===== src/rtl/rt_elapsed_counter_pkg.sv =====
// Shared reaction-timer definitions: FSM state encoding and the 1 ms tick default.
// The countdown controller imports this same package.
package rt_elapsed_counter_pkg;

    typedef enum logic [1:0] {
        ST_IDLE = 2'd0,
        ST_RUN  = 2'd1,
        ST_HELD = 2'd2,
        ST_OVF  = 2'd3
    } state_t;

    localparam int TICK_DIV_1MS = 50000;
    localparam int BCD_W        = 4;

    function automatic logic is_nine(input logic [BCD_W-1:0] d);
        return d == 4'd9;
    endfunction

endpackage


===== src/rtl/rt_elapsed_counter_bcd_digit.sv =====
// One packed-BCD digit: increments 0..9 and wraps, carry out when an increment wraps it.
module rt_elapsed_counter_bcd_digit
    import rt_elapsed_counter_pkg::*;
(
    input  logic             clk,
    input  logic             reset,
    input  logic             clr,
    input  logic             inc,
    output logic [BCD_W-1:0] q,
    output logic             carry
);

    logic [BCD_W-1:0] q_q, q_d;

    always_comb begin
        q_d = q_q;
        if (clr) begin
            q_d = '0;
        end else if (inc) begin
            q_d = is_nine(q_q) ? '0 : q_q + 4'd1;
        end
    end

    always_ff @(posedge clk) begin
        if (reset) begin
            q_q <= '0;
        end else begin
            q_q <= q_d;
        end
    end

    assign q     = q_q;
    assign carry = inc & is_nine(q_q);

endmodule


===== src/rtl/rt_elapsed_counter.sv =====
// Up-counting BCD elapsed-time counter: measures ticks from start to stop, saturating at all-9s.
module rt_elapsed_counter
    import rt_elapsed_counter_pkg::*;
#(
    parameter int DIGITS   = 4,
    parameter int TICK_DIV = TICK_DIV_1MS
) (
    input  logic                  clk,
    input  logic                  reset,
    input  logic                  clear,
    input  logic                  start,
    input  logic                  stop,
    output logic [4*DIGITS-1:0]   count,
    output logic                  running,
    output logic                  done,
    output logic                  overflow
);

    localparam int            PW        = $clog2(TICK_DIV);
    localparam logic [PW-1:0] PRESC_MAX = PW'(TICK_DIV - 1);

    state_t          state_q, state_d;
    logic [PW-1:0]   presc_q, presc_d;
    logic            done_q, done_d;

    logic              tick;
    logic              go;
    logic              all_nines;
    logic              count_inc;
    logic              digit_clr;
    logic [DIGITS-1:0] inc_chain;
    logic [DIGITS-1:0] carry;
    logic [DIGITS-1:0] nine;
    logic              carry_unused;

    assign tick      = (state_q == ST_RUN) && (presc_q == PRESC_MAX);
    // start from any non-RUN state re-arms from zero, unless stop is also present
    assign go        = start & ~stop & (state_q != ST_RUN);
    assign all_nines = &nine;
    assign count_inc = tick & ~stop & ~clear & ~all_nines;
    assign digit_clr = clear | go;

    assign inc_chain[0] = count_inc;

    for (genvar g = 0; g < DIGITS; g++) begin : g_digit
        rt_elapsed_counter_bcd_digit u_digit (
            .clk   (clk),
            .reset (reset),
            .clr   (digit_clr),
            .inc   (inc_chain[g]),
            .q     (count[4*g +: 4]),
            .carry (carry[g])
        );
        assign nine[g] = is_nine(count[4*g +: 4]);
        if (g < DIGITS - 1) begin : g_link
            assign inc_chain[g+1] = carry[g];
        end
    end

    // The top digit never wraps: saturation is caught before it could.
    assign carry_unused = carry[DIGITS-1];

    always_comb begin
        state_d = state_q;
        done_d  = 1'b0;
        if (clear) begin
            state_d = ST_IDLE;
        end else begin
            unique case (state_q)
                ST_RUN: begin
                    if (stop) begin
                        state_d = ST_HELD;
                        done_d  = 1'b1;
                    end else if (tick && all_nines) begin
                        state_d = ST_OVF;
                        done_d  = 1'b1;
                    end
                end
                default: begin
                    if (go) state_d = ST_RUN;
                end
            endcase
        end
    end

    always_comb begin
        presc_d = '0;
        if (!clear && state_q == ST_RUN && state_d == ST_RUN && !tick) begin
            presc_d = presc_q + PW'(1);
        end
    end

    always_ff @(posedge clk) begin
        if (reset) begin
            state_q <= ST_IDLE;
            presc_q <= '0;
            done_q  <= 1'b0;
        end else begin
            state_q <= state_d;
            presc_q <= presc_d;
            done_q  <= done_d;
        end
    end

    assign running  = (state_q == ST_RUN);
    assign overflow = (state_q == ST_OVF);
    assign done     = done_q;

endmodule


===== config.mk =====
export PLATFORM = sky130hd
export DESIGN_NAME = rt_elapsed_counter
export DESIGN_NICKNAME = d
export VERILOG_FILES = /design/src/rtl/rt_elapsed_counter_pkg.sv /design/src/rtl/rt_elapsed_counter_bcd_digit.sv /design/src/rtl/rt_elapsed_counter.sv
export SDC_FILE = /design/constraint.sdc
export NUM_CORES = 1
export LEC_CHECK = 0
export BUFFER_PORTS_ARGS = -buffer_cell sky130_fd_sc_hd__buf_2
export CELL_PAD_IN_SITES_DETAIL_PLACEMENT = 1
export CELL_PAD_IN_SITES_GLOBAL_PLACEMENT = 1
export CORE_UTILIZATION = 43
export CTS_CLUSTER_SIZE = 40
export DETAILED_ROUTE_END_ITERATION = 8
export GPL_ROUTABILITY_DRIVEN = 1
export GPL_TIMING_DRIVEN = 0
export MAX_ROUTING_LAYER = met4
export PLACE_DENSITY = 0.88
export SYNTH_ARGS = -nofsm -noshare
export SYNTH_HDL_FRONTEND = slang
export SYNTH_SLANG_ARGS = --single-unit

===== constraint.sdc =====
create_clock -name clk -period 2.1 [get_ports clk]
set_input_delay 0.42 -clock clk [delete_from_list [all_inputs] [get_ports clk]]
set_output_delay 0.42 -clock clk [all_outputs]
set_load 0.05 [all_outputs]

======== Word-level counts from Yosys, hierarchy flattened ========
Index checks and enable logic that the tools add are counted.
operators by class
  reductions and logical operators ........ 11
  shift-type cells ........................ 0
  $mul .................................... 0
  equal/unequal tests ..................... 9
  multiplexer cells ....................... 11
  divide/modulo/power cells ............... 0
  bitwise operators ....................... 14
  $lt $le $gt $ge ......................... 0
  $add $sub $neg .......................... 5
operators with widths
  cell                                                             number
  16-bit by 1-bit adder with 16-bit output, second input constant  1
  4-bit by 1-bit adder with 4-bit output, second input constant    4
  16-bit == test, second input constant                            1
  4-bit == test, second input constant                             4
  4-bit 2-to-1 mux                                                 4
  2-bit 2-to-1 mux                                                 5
  1-bit AND                                                        8
  1-bit logical AND                                                5
  1-bit inverter                                                   5
  2-bit by 1-bit == test with 1-bit output, second input constant  2
  4-bit AND reduction                                              1
  2-bit OR reduction                                               2
  3-bit OR reduction                                               1
  2-bit == test, second input constant                             1
  1-bit zero test                                                  2
  1-bit 2-to-1 mux                                                 2
  2-bit by 1-bit != test with 1-bit output, second input constant  1
  1-bit OR                                                         1
word-level totals
  ROM bits ................................ 0
  register bits ........................... 35
  input bits .............................. 5
  bits in latches ......................... 0
  memories kept ........................... 0
  bits in writable memories ............... 0

======== Depth between registers and ports, before layout ========
  word-level depth ........................ 12
  depth in mapped cells ................... 9

======== Cells and area by module ========
From an unflattened synthesis, not the netlist that was laid out.
unflattened totals
  cells, all modules ...................... 188
  area total of the unflattened synthesis .. 1,732.9 um2
by module, submodules not included
  module                        cells an instance  sequential area each (um2)  times used  area each (um2)
  rt_elapsed_counter            108                380.4                       1           977.2
  rt_elapsed_counter_bcd_digit  20                 80.1                        4           188.9

======== Worst setup path before layout ========
OpenSTA, ideal clock, no wires.
  path kind ............................... flip-flop to flip-flop
  start point ............................. register g_digit[2].u_digit.q_q[0]
  end point ............................... register g_digit[1].u_digit.q_q[0]
  setup slack ............................. 142 ps
  period minus slack after synthesis ...... 1,958 ps
  stages on the path, launching flop included .. 8
  arrival ................................. 1,890 ps
  cell sequence ........................... dfxtp_1 buf_8 nand4bb_4 nor4b_4 and4b_1 buf_6 a21o_1 a21oi_2
on the way
  cells in the longest elaborated chain, start to end .. 5
RTL lines
  element                   line                                source
  start: declaration        rt_elapsed_counter_bcd_digit.sv:13  logic [BCD_W-1:0] q_q, q_d;
  start signal: assignment  rt_elapsed_counter_bcd_digit.sv:28  q_q <= q_d;
  4-bit == test             rt_elapsed_counter_pkg.sv:16        return d == 4'd9;
  4-bit AND reduction       rt_elapsed_counter.sv:39            assign all_nines = &nine;
  1-bit inverter            rt_elapsed_counter.sv:40            assign count_inc = tick & ~stop & ~clear & ~all_nines;
  1-bit AND                 rt_elapsed_counter.sv:40
  1-bit AND                 rt_elapsed_counter_bcd_digit.sv:33  assign carry = inc & is_nine(q_q);
  end signal: assignment    rt_elapsed_counter_bcd_digit.sv:28
  end: declaration          rt_elapsed_counter_bcd_digit.sv:13
Every way passes these cells.
A chain may end at the register's enable or synchronous reset.

======== Worst setup path in the final report ========
  start point ............................. register presc_q[0]
  end point ............................... register g_digit[1].u_digit.q_q[3]
on the way
  cells in the longest elaborated chain, start to end .. 6
RTL lines
  element                   line                                source
  start: declaration        rt_elapsed_counter.sv:23            logic [PW-1:0] presc_q, presc_d;
  start signal: assignment  rt_elapsed_counter.sv:100           presc_q <= presc_d;
  16-bit == test            rt_elapsed_counter.sv:36            assign tick = (state_q == ST_RUN) && (presc_q == PRESC_MAX);
  1-bit logical AND         rt_elapsed_counter.sv:36
  1-bit AND (3 in series)   rt_elapsed_counter.sv:40
  1-bit AND                 rt_elapsed_counter_bcd_digit.sv:33
Every way passes these cells.

==> results.toml <==
[outcome]
outcome = "finished clean"

[clocking]
cts_buffers = 5
cts_buffer_depth = 2
root_buffer = "clkbuf_8"
clk_latency_ns = 0.29
post_cts_buffers = 0
holdBufCountCts = 0
tritoncts = "built"
clk_pin_slew_worst_paths_ns = 0.08
cts_sinks = 35
post_cts_resized = 0
htree_levels = 2

[finish]
num-nets-final = 246
drive_gt1_share_pct = 22.82
area_growth_pct = 15.60
fillers = 511
diodes = 0
stdcell_area_um2 = 2151
utilization_pct = 52.63

[synthesis]
syn-num-nets = 216
syn_inst = 210
synth_top_area_share_pct = 37.66
ys.flop_type = "dfxtp_1"
synth_edf_count = 0
synth.largest_area_cell = "dfxtp_1"
avgSynthCellArea_um2 = 8.860
async_flop_share_pct = 0
yosys_warnings = 0
syn_area_um2 = 1861
synthTopCellsByArea = "dfxtp_1 (38%), nor2_1 (6.9%), nand3_1 (3.8%)"
ys_ff_latch = 35
yosysSeqAreaShare_pct = 37.66
synth.distinct_cells = 49

[setup_path]
start_kind = "flop"
crit_fanout = 8
cp_data_arrival_time_ns = 2.13
path_class = "reg2reg"
end_kind = "flop"
worst-endpoint-required_ns = 2.27

[run]
maxCapViolCount = 0

[drt]
ant_nets = 0
wl_per_cell_um = 15.33
drt_iter0_drc = 59
drc = 0
vias_per_cell = 5.598
vias = 1629
wl_um = 4461
dr.pass1.iters = 4

[sta]
min_period_over_period_pct = 93.01
finalMaxSlewViolations = 0
slew_headroom_pct = 65.31
hold_violations = 0
setup_tns_ns = 0
worstMarginPinSlew_ns = 0.5203
fin_skew_ns = 0.006458
fmax_mhz = 512.0
fin_crit_ns = 1.953
rsz0062_at_grt = "no"
setup_viol = 0

[power_and_ir_drop]
p_total_mw = 1.305
p_leak_nw = 0.8545
power_density_nw_per_um2 = 606.6
ir_drop_uv = 370.0

[placed_design]
place_congestion = 0.7572
place_area_um2 = 2038
dp_hpwl_um = 3086
port_buffers = 23

[grt]
grt_usage_pct = 22.07
grt_max_degree = 13
grt.overflow.total = 0
antenna_found_initial = 0
grt_pass1_vias = 1555
grt_pass1_wl_um = 7320

[die]
die_h_um = 67.78
core_area_um2 = 4086
die_area_um2 = 4594
ioPinCount = 24
dieWidth_um = 67.78
initial_core_util_pct = 45.53
rows = 23

[min_path]
holdCritPathClass = "reg2reg"
[power breakdown]
part	total (mW)	internal [mW]	switching (mW)
registers	0.665	0.664	0.000583
clock network	0.609	0.353	0.256
logic	0.0311	0.00906	0.0220
[sequential cells by signal (all words and copies together), names as in the netlist]
register           count
presc_q               16
g_digit.u_digit.q     16
done                   1
state_q                2
[kinds of logic (layout without fill, tap and decap cells)]
group	Yosys count	in the layout	share of synthesized area (%)
AOI/OAI and AO/OA	28	28	10.83
xor gates and xnor gates	15	15	7.061
adders and majority gates	1	1	0.6724
buffers and inverters	19	50	6.926
DFF	35	35	37.66
muxes	3	3	1.614
and+or+nand+nor	109	109	35.24
[worst max-delay path: stages, from the launching register on]
cell and delay [ns]:
dfxtp_1 0.35, ha_1 0.19, and3_1 0.16, buf_4 0.15, and3_4 0.21, nand3_1 0.16
and3_1 0.25, or3_1 0.37
[layout by cell type (no fill, tap or decap), types with 3 or more instances in the layout]
master	n
a21oi_1	8
a31o_2	3
and3_1	11
and4_1	3
and4bb_2	3
buf_2	24
buf_6	5
clkbuf_8	5
dfxtp_1	35
inv_1	8
mux2i_1	3
nand2_1	11
nand2b_1	3
nand3_1	14
nand3b_1	4
nand4_1	7
nor2_1	34
nor3_1	3
xnor2_1	8
xor2_1	7
[per-stage QoR]
step / setup slack, ns / std cells / hold WS [ns]
final: 0.1468 / 291 / 0.4425
after global routing: 0.04339 / 291 / 0.4555
after CTS: 0.1401 / 291 / 0.4502
after detailed placement: 0.08283 / 283 / 0.4379
after global placement: 0.1029 / 283 / 0.4243
after floorplan: 0.1422 / 210 / 0.4130
[cells in the mapped netlist (3+ instances only)]
cell type / n
nand3_1: 14
dfxtp_1: 35
and4bb_2: 3
nand4_1: 7
nand2_1: 11
nor2_1: 34
inv_1: 8
nand2b_1: 3
mux2i_1: 3
and3_1: 11
nor3_1: 3
and4_1: 3
nand3b_1: 4
xor2_1: 7
xnor2_1: 8
a21oi_1: 8
buf_6: 5
a31o_2: 3
[cell type report]
type	instances	area [um^2]	share of cell area [%]
multi-input cells	156	1031	47.93
clock buffers	5	68.82	3.200
repair buffers	23	115.1	5.352
well taps	50	62.56	2.909
flip-flops and latches	35	700.7	32.58
plain buffers	11	98.84	4.596
clock inverters	3	43.79	2.036
inverters	8	30.03	1.396
[layer usage]
metal | vias up | global-route usage, % | part of all wire (%) | wire length [um]
met2 | 32 | 34.16 | 48 | 2132
met3 | 7 | 5.068 | 3.7 | 163
li1 | 804 | - | - | -
met5 | - | - | 0 | 0
met4 | 0 | 7.031 | 1.3 | 57
met1 | 786 | 28.28 | 47 | 2108
[final timing paths]
path	from	end	slack (ns)	depth (start not counted)
setup reg to reg	presc_q[0]	g_digit[1].u_digit.q[3]	0.15	7
setup / recovery	presc_q[0]	g_digit[1].u_digit.q[3]	0.15	7
hold / removal	presc_q[0]	presc_q[0]	0.44	1
hold reg to reg	presc_q[0]	presc_q[0]	0.44	1
No activity file was read; power rests on OpenSTA's default activity.
